`src/rtl/ysyx_23060203_inst_queue.sv`:
```
// Instruction queue between fetch and decode.
// A circular buffer of DEPTH entries. Each entry holds the fetched pc and inst
// plus class bits that are pre-decoded when the entry is pushed. A flush from
// the jump/CSR redirect path empties the queue at the next clock edge.
module ysyx_23060203_inst_queue #(
    parameter int unsigned DEPTH = 4
) (
    input  logic        clock,
    input  logic        reset,
    input  logic        flush,

    input  logic        in_valid,
    output logic        in_ready,
    input  logic [31:0] in_pc,
    input  logic [31:0] in_inst,

    output logic        out_valid,
    input  logic        out_ready,
    output logic [31:0] out_pc,
    output logic [31:0] out_inst,
    output logic [4:0]  out_rd,
    output logic [4:0]  out_rs1,
    output logic [4:0]  out_rs2,
    output logic        out_is_branch,
    output logic        out_is_jal,
    output logic        out_is_jalr,
    output logic        out_pred_taken,
    output logic        out_fencei
);

    localparam int unsigned PW = $clog2(DEPTH);
    localparam int unsigned CW = PW + 1;
    localparam logic [CW-1:0] FULL_CNT = CW'(DEPTH);

    // Opcode field inst[6:2] for the classes tracked here
    localparam logic [4:0] OP_BRANCH   = 5'b11000;
    localparam logic [4:0] OP_JAL      = 5'b11011;
    localparam logic [4:0] OP_JALR     = 5'b11001;
    localparam logic [4:0] OP_MISC_MEM = 5'b00011;
    localparam logic [2:0] F3_FENCEI   = 3'b001;

    // Queue control state
    logic [PW-1:0] hd_q, hd_d;
    logic [PW-1:0] tl_q, tl_d;
    logic [CW-1:0] cnt_q, cnt_d;

    // Entry storage
    logic [31:0] pc_q     [DEPTH];
    logic [31:0] inst_q   [DEPTH];
    logic        branch_q [DEPTH];
    logic        jal_q    [DEPTH];
    logic        jalr_q   [DEPTH];
    logic        pred_q   [DEPTH];
    logic        fencei_q [DEPTH];

    // Handshake and pre-decode of the incoming word
    logic       push;
    logic       pop;
    logic [4:0] in_op;
    logic       in_branch;
    logic       in_jal;
    logic       in_jalr;
    logic       in_pred;
    logic       in_fencei;

    // in_ready depends only on registered occupancy, never on out_ready
    assign in_ready  = (cnt_q != FULL_CNT);
    assign out_valid = (cnt_q != '0) & ~flush;

    // The flush cycle discards any push; out_valid is already gated by flush
    assign push = in_valid & in_ready & ~flush;
    assign pop  = out_valid & out_ready;

    // Pre-decode of the offered instruction, stored at push time
    always_comb begin
        in_op     = in_inst[6:2];
        in_branch = (in_op == OP_BRANCH);
        in_jal    = (in_op == OP_JAL);
        in_jalr   = (in_op == OP_JALR);
        in_pred   = in_branch & in_inst[31];
        in_fencei = (in_op == OP_MISC_MEM) & (in_inst[14:12] == F3_FENCEI);
    end

    // Next-state of pointers and occupancy
    always_comb begin
        hd_d  = hd_q;
        tl_d  = tl_q;
        cnt_d = cnt_q;
        if (flush) begin
            hd_d  = '0;
            tl_d  = '0;
            cnt_d = '0;
        end else begin
            if (push) begin
                tl_d = tl_q + 1'b1;
            end
            if (pop) begin
                hd_d = hd_q + 1'b1;
            end
            case ({push, pop})
                2'b10:   cnt_d = cnt_q + 1'b1;
                2'b01:   cnt_d = cnt_q - 1'b1;
                default: cnt_d = cnt_q;
            endcase
        end
    end

    // Pointer and occupancy registers
    always_ff @(posedge clock or posedge reset) begin
        if (reset) begin
            hd_q  <= '0;
            tl_q  <= '0;
            cnt_q <= '0;
        end else begin
            hd_q  <= hd_d;
            tl_q  <= tl_d;
            cnt_q <= cnt_d;
        end
    end

    // Entry storage: cleared on reset, written at the tail on push
    always_ff @(posedge clock or posedge reset) begin
        if (reset) begin
            for (int unsigned i = 0; i < DEPTH; i++) begin
                pc_q[i]     <= '0;
                inst_q[i]   <= '0;
                branch_q[i] <= 1'b0;
                jal_q[i]    <= 1'b0;
                jalr_q[i]   <= 1'b0;
                pred_q[i]   <= 1'b0;
                fencei_q[i] <= 1'b0;
            end
        end else if (push) begin
            pc_q[tl_q]     <= in_pc;
            inst_q[tl_q]   <= in_inst;
            branch_q[tl_q] <= in_branch;
            jal_q[tl_q]    <= in_jal;
            jalr_q[tl_q]   <= in_jalr;
            pred_q[tl_q]   <= in_pred;
            fencei_q[tl_q] <= in_fencei;
        end
    end

    // Head entry presented to decode; register indices re-sliced from inst
    always_comb begin
        out_pc         = pc_q[hd_q];
        out_inst       = inst_q[hd_q];
        out_rd         = inst_q[hd_q][11:7];
        out_rs1        = inst_q[hd_q][19:15];
        out_rs2        = inst_q[hd_q][24:20];
        out_is_branch  = branch_q[hd_q];
        out_is_jal     = jal_q[hd_q];
        out_is_jalr    = jalr_q[hd_q];
        out_pred_taken = pred_q[hd_q];
        out_fencei     = fencei_q[hd_q];
    end

endmodule

```
`config.mk`:
```
export PLATFORM = sky130hd
export DESIGN_NAME = ysyx_23060203_inst_queue
export DESIGN_NICKNAME = d
export VERILOG_FILES = /design/src/rtl/ysyx_23060203_inst_queue.sv
export SDC_FILE = /design/constraint.sdc
export NUM_CORES = 1
export LEC_CHECK = 0
export CORE_ASPECT_RATIO = 0.9
export CORE_UTILIZATION = 57
export CTS_CLUSTER_SIZE = 24
export DETAILED_ROUTE_END_ITERATION = 8
export PLACE_DENSITY = 0.8
export SYNTH_ARGS = -nofsm -noshare
export SYNTH_HDL_FRONTEND = slang
export SYNTH_SLANG_ARGS = --single-unit
```
`constraint.sdc`:
```
create_clock -name clock -period 13.6 [get_ports clock]
set_clock_uncertainty 0.2 [all_clocks]
set_input_delay 2.72 -clock clock [delete_from_list [all_inputs] [get_ports clock]]
set_output_delay 2.72 -clock clock [all_outputs]
set_load 0.05 [all_outputs]
```
# == Word-level counts from Yosys, hierarchy flattened ==
# Index checks and enable logic that the tools add are counted.
# word_totals
register_bits,283
input_bits,69
word_cells,98
out_inout_bits,86
# op_classes
eq_ne,8
mux,38
n_bitwise,9
n_reduce_logical,5
n_addsub,4
n_lt_le_gt_ge,3
# op_table
operator,count
$bwmux 128,2
$mux 32,5
$bmux 32 s2,2
$demux 32 s2,1
$bwmux 4,5
$eq 5x5->1 const B,3
$mux 1,11
$bmux 1 s2,5
$mux 2,4
$and 1x1->1,6
$ge 3x3->1 const B,2
$not 2->3,2
$pmux 3 s2,1
$reduce_bool 3->1,2
$eq 5x2->1 const B,1
$add 2x1->2 const B,2
$reduce_bool 2->1,2
$add 3x1->3 const B,1
$eq 3x1->1 const B,1
$lt 3x1->1 const B,1
$mux 3,1
$ne 3x3->1 const B,1
$sub 3x1->3 const B,1
$demux 1 s2,1
4 further kinds,4

# == Depth between registers and ports, before layout ==
# logic_depth
ltp_word,6
mapped_depth,7

# == Least setup slack after synthesis ==
# No wires, ideal clock.
# synth_path
kind,input to output
start,input flush
end,output out_valid
setup_slack_ns,7.010
stages,2
arrival_ns,3.670
required_ns,10.680
n_path_buf,1
path_cell_list,clkbuf_1 a21oi_1
# synth_between
elab_chain_len,2
# synth_lines
item,line,source
start: declaration,10,"input logic flush,"
$not 1->1,68,assign out_valid = (cnt_q != '0) & ~flush;
$and 1x1->1,68,
end: declaration,17,"output logic out_valid,"
# Every way passes these cells.

# == Worst setup path after layout ==
# Same ends and word-level chain as after synthesis.

==> impl_metrics.toml <==
[outcome]
status = "completed"

[sta]
fin_crit_sh = 0.534
rsz0062_at_grt = "false"
fmax_mhz = 138
totalNegativeSetupSlack_ps = 0
setup_viol = 0
maxSlewViolCount = 0
max_slew_margin = 0.301
tightest_slew_ps = 1050
hold_violations = 0
layout_min_cycle_time_ps = 7260

[place]
gp_congestion = 0.730
dp_hpwl_um = 15900
placedCellCount = 1297
io_buffers = 154

[global_routing]
grt_pass1_vias = 8298
grtUsageTotal = 0.239
antenna_found_initial = 0
gr-total-overflow = 0
grt_pass1_wl_um = 45300
grt_max_degree = 146

[critical_path]
worstPathMaxFanout = 12
slowest_stage = "clkdlybuf4s50_1"
worstPathCellList = "clkdlybuf4s50_1 -> a21oi_1 -> clkdlybuf4s50_1"
worstPathRequired_ps = 10680
path_class = "in2out"
cp_top_family = "buffers and inverters"
worst-path-buf-inv = 2
end_kind = "output port"
crit_path_max_incr_delay_ps = 820
cp_data_arrival_time_ps = 4340
path_common_cell = "clkdlybuf4s50_1"
critPathLaunchType = "input port"

[floorplan]
num_rows = 52
die_h_um = 148
die_area_um2 = 24200
start_util = 0.590
die_x_um = 164
io_pins = 155
core-area_um2 = 22800

[clocking]
cts_tree = "built"
clk_pin_slew_worst_paths_ps = 60
cts_setup_buffers = 0
insertion_delay_ps = 530
cts_buffers = 29
hold_buffers = 0
cts_resized = 0
clock-root-buffer = "clkbuf_16"
clockBufferDepth = 3
htreeDepth = 1
clock-sinks = 283

[power_and_ir_drop]
combPwrFrac = 0.433
swShare = 0.368
max-vdd-ir-drop_uv = 229
clockPowerShare = 0.221
p_leak_nw = 7.48
p_int_mw = 2.53
p_sw_mw = 1.47
p_seq_frac = 0.346
power_density_nw_per_um2 = 254

[routing]
wire_per_inst_um = 20.5
wl_um = 27700
drt-pass1-iter-count = 5
drcViolationCount = 0
detailroute.via_count = 7658
ant_nets = 0
drtIter0Drc = 565
viasPerCell = 5.68

[finish]
layout.nets = 1105
area_growth_pct = 17.2
drive_above_1_share = 0.312
finalNonFillerCells = 1349
diodes = 0
fillers = 1544

[run]
maxCapViolations = 0

[logic_synthesis]
synth_edf_count = 0
seq_area_frac_synth = 0.527
synth.distinct_cells = 35
async_flop_share = 1.00
syn_area_per_cell_um2 = 14.7
synth_nets = 985
ys_ff_latch = 283
yosysWarnings = 0
ys.flop_type = "dfrtp_1"
synth_area_um2 = 13400
syn_inst = 911

[worst_hold_path]
hold_class = "reg2reg"
[path summary, 6_finish.rpt]
path / endpoint / depth (start not counted) / slack (ps) / from
max in group asynchronous: pc_q[79] / 3 / 8930 / reset
max: out_valid / 3 / 6340 / flush
min: pc_q[81] / 2 / 270 / pc_q[81]
max reg2reg: inst_q[45] / 4 / 10390 / cnt_q[1]
min in group asynchronous: inst_q[112] / 2 / 2640 / reset
min reg2reg: pc_q[81] / 2 / 270 / pc_q[81]
[state kept, by name, indices dropped and copies added, names as in the netlist]
signal / cells
jal_q: 4
tl_q: 2
pc_q: 128
fencei_q: 4
jalr_q: 4
branch_q: 4
cnt_q: 3
inst_q: 128
hd_q: 2
pred_q: 4
[cell usage in the layout (no fill, tap or decap), types with 4 or more instances in the layout]
cell	count
mux2_2	43
o21ai_0	23
bufinv_16	7
clkdlybuf4s50_1	154
clkbuf_8	6
ha_1	4
mux4_2	69
dfrtp_1	281
buf_4	8
clkinv_2	5
a21oi_1	4
nor2_1	10
inv_1	4
mux2_4	150
nand3_1	4
nand2_1	218
clkbuf_16	29
[synth_stat cells, types with 5 or more instances]
master / count / area (µm²)
buf_2: 16 / 80.1
mux2_2: 43 / 484
buf_6: 8 / 90.1
mux2_4: 150 / 2250
buf_12: 18 / 360
nor2_1: 10 / 37.5
nand2_1: 218 / 818
buf_4: 28 / 210
dfrtp_1: 283 / 7080
nand3_1: 5 / 25.0
mux4_2: 69 / 1550
inv_1: 5 / 18.8
o21ai_0: 23 / 115
[tightest hold or removal path: cells and delay by family, from the launching register on]
kind / cells / cell delay, ps
flops: 1 / 340
simple gates: 2 / 110
[power by group through the flow]
| stage | logic [mW] | registers, mW | clock network, mW |
|---|---|---|---|
| 2_1_floorplan | 1.39 | 1.30 | 0 |
| 3_3_place_gp | 1.70 | 1.37 | 0 |
| 3_5_place_dp | 1.74 | 1.38 | 0 |
| 4_1_cts | 1.75 | 1.38 | 0.899 |
| 5_1_grt | 1.82 | 1.42 | 0.932 |
| 6_report | 1.73 | 1.38 | 0.883 |
[cell type report]
class | instances | area (µm²) | share of cell area
clock buffers | 38 | 820 | 0.0521
clock inverters | 14 | 250 | 0.0159
inverters | 5 | 26.3 | 0.00167
multi-input cells | 550 | 5590 | 0.355
flip-flops and latches | 283 | 7090 | 0.450
well taps | 297 | 372 | 0.0236
repair buffers | 162 | 1600 | 0.102
[kinds of logic (layout without fill, tap and decap cells)]
family / after synthesis / count (layout) / synth area share
simple gates: 248 / 248 / 0.0758
mux: 263 / 263 / 0.320
fa+ha+maj: 5 / 5 / 0.00522
buf+inv: 78 / 219 / 0.0574
compound gates: 31 / 31 / 0.0120
xor+xnor: 3 / 3 / 0.00196
flops: 283 / 283 / 0.527
[per-stage QoR]
step | total power, mW | cell area, µm² | hold slack [ps] | util | setup WS (ps)
final | 4.00 | 15700 | 271 | 0.691 | 6340
after global routing | 4.18 | 15700 | 303 | 0.691 | 6280
after CTS | 4.03 | 15700 | 275 | 0.691 | 6320
after detailed placement | 3.12 | 14700 | 259 | 0.644 | 6330
after global placement | 3.07 | 14700 | 252 | 0.644 | 6340
after floorplan | 2.69 | 13400 | 240 | - | 2870
[layer usage]
| metal | track usage | vias up | share of wire |
|---|---|---|---|
| met2 | 0.393 | 180 | 0.49 |
| met1 | 0.342 | 4049 | 0.45 |
| met3 | 0.0384 | 38 | 0.045 |
| li1 | - | 3391 | - |
| met5 | 0 | - | 0 |
| met4 | 0.0468 | 0 | 0.017 |
Power figures use the tool's default switching activity.
==> RTL edit (config.mk and constraints unchanged) <==
`DEPTH`: 4 -> 8.
--- a/src/rtl/ysyx_23060203_inst_queue.sv
+++ b/src/rtl/ysyx_23060203_inst_queue.sv
@@ -3,7 +3,7 @@
 // plus class bits that are pre-decoded when the entry is pushed. A flush from
 // the jump/CSR redirect path empties the queue at the next clock edge.
 module ysyx_23060203_inst_queue #(
-    parameter int unsigned DEPTH = 4
+    parameter int unsigned DEPTH = 8
 ) (
     input  logic        clock,
     input  logic        reset,
Check against the original RTL: same outputs for any inputs over 4 cycles, from zero or initial values and one cycle with reset high; that may be too few to reach the edited logic, so the function may still have changed.
==> RTL edit against the unedited design <==
  * Setup slack lost 0.098 ns
  * Area after synthesis grew 89%
  * Power grew 31%
  * Fmax shrank 1.3%
  * Wire length grew 90%
  * Via count grew 77%
  * Sequential cell count grew 279
  * Design area grew 84%
  * Critical path type unchanged
==> RTL edit: results (changes against the unedited design) <==
Non-filler cells, final: 2268 (was 1349)
Worst min path class: reg -> reg (unchanged)
Total wire length: 52600 µm (was 27700 µm)
Vias in the first global route: 15000 (was 8298)
Clock transition at path regs: 0.06 ns (about the same)
Max layer used: met5 (was met4)
Met2 Wirelength: 25900 µm (was 13400 µm)
Yosys cell types: 45 (was 35)
Post-DP HPWL: 28900 µm (was 15900 µm)
Post-synth net total: 1592 (was 985)
Async S/R FF share, synth: 1.00 (unchanged)
Met1 usage: 0.340 (was 0.342)
Synth top cells by count: 610 x mux2_2, 562 x dfrtp_1, 138 x mux4_2 (was 283 x dfrtp_1, 218 x nand2_1, 150 x mux2_4)
Register area share after synthesis: 0.554 (was 0.527)
Detailed Routing Iterations Pass 1: 4 (was 5)
CP arrival: 4.44 ns (was 4.34 ns)
Fraction of layout cells with a size suffix above 1: 0.520 (was 0.312)
Peak supply drop: 0.000112 V (was 0.000229 V)
M1 WL: 23300 µm (was 12500 µm)
Top Registers: inst_q: 256 flops, pc_q: 256 flops (was inst_q: 128 flops, pc_q: 128 flops)
# clock sinks: 562 (was 283)
Syn. warnings: 0 (unchanged)
Outcome: complete, no violations (unchanged)
Pin count of the biggest net entering global routing: 180 (was 146)
NumNets Final: 1705 (was 1105)
Fillers: 2957 (was 1544)
Global-route wire length before repair: 85700 µm (was 45300 µm)
CTS root buffer: clkbuf_16 (unchanged)
DP Cell Count: 2165 (was 1297)
Most common cell in the synthesized netlist: mux2_2 (was dfrtp_1)
Pins over their slew limit: 0 (unchanged)
Mapped Cells: 1518 (was 911)
Input/output buffers: 154 (unchanged)
Longest Clk Path Bufs: 3 (unchanged)
CTS buffer count: 56 (was 29)
H-tree depth: 2 (was 1)
Vias per cell: 5.98 (was 5.68)
GR Util met2: 0.398 (was 0.393)
Global-route usage over all layers: 0.244 (was 0.239)
Routability cong.: 0.785 (was 0.730)
Synth area leaders: dfrtp_1 55%, mux2_2 27%, mux4_2 12%, buf_2 0.99%, buf_4 0.71% (was dfrtp_1 53%, mux2_4 17%, mux4_2 12%, nand2_1 6.1%, mux2_2 3.6%)
Leak: 13.1 nW (was 7.48 nW)
Worst-skew pair later-pin latency: 0.59 ns (was 0.53 ns)
DRT iter0 DRCs: 746 (was 565)
Max Cap Viol: 0 (unchanged)
Worst Path Max Fanout: 17 (was 12)
Metal3 WL: 2520 µm (was 1250 µm)
GRT met3 Usage: 0.0480 (was 0.0384)
Relative slew slack: 0.204 (was 0.301)
Initial antenna violation count: 4 (was 0)
Post-CTS Resized: 0 (unchanged)
RTL edit: worst paths after layout:
kind / from / endpoint / slack (ns) / cells past startpoint
min reg2reg: inst_q[192] / inst_q[192] / 0.29 / 1
min in group asynchronous: reset / inst_q[41] / 2.47 / 2
min: inst_q[192] / inst_q[192] / 0.29 / 1
max: flush / out_valid / 6.24 / 3
max reg2reg: cnt_q[1] / inst_q[130] / 9.82 / 6
max in group asynchronous: reset / hd_q[0] / 8.34 / 4
RTL edit: stage by stage:
| stage | util | area [µm²] | setup WS (ns) | power [W] |
|---|---|---|---|---|
| after detailed placement | 0.627 | 27200 | 6.25 | 0.00377 |
| after CTS | 0.668 | 29000 | 6.20 | 0.00528 |
| final | 0.668 | 29000 | 6.24 | 0.00523 |
| after global placement | 0.627 | 27200 | 6.26 | 0.00371 |
| after global routing | 0.668 | 29000 | 6.03 | 0.00546 |
| after floorplan | - | 25400 | 3.03 | 0.00336 |
RTL edit: report_power, final:
group	internal, W	total (W)	switching [W]
clock	0.000862	0.00149	0.000631
combinational	0.000745	0.00153	0.000788
sequential	0.00201	0.00220	0.000191
RTL edit: layout make-up:
cell class	instances	share of cell area
flip-flops and latches	562	0.485
repair buffers	175	0.0590
clock inverters	18	0.00517
clock buffers	84	0.0561
well taps	592	0.0255
multi-input cells	831	0.368
diodes	1	0.0000862
inverters	5	0.000776
RTL edit: cell families (layout without fill, tap and decap cells):
kind of cell | Yosys count | count (layout) | synth area share
compound gates | 13 | 13 | 0.00350
xor+xnor | 4 | 4 | 0.00138
fa+ha+maj | 5 | 5 | 0.00276
buf+inv | 125 | 282 | 0.0271
flops | 562 | 562 | 0.554
mux | 762 | 762 | 0.399
other cells | 0 | 1 | 0
simple gates | 47 | 47 | 0.0126
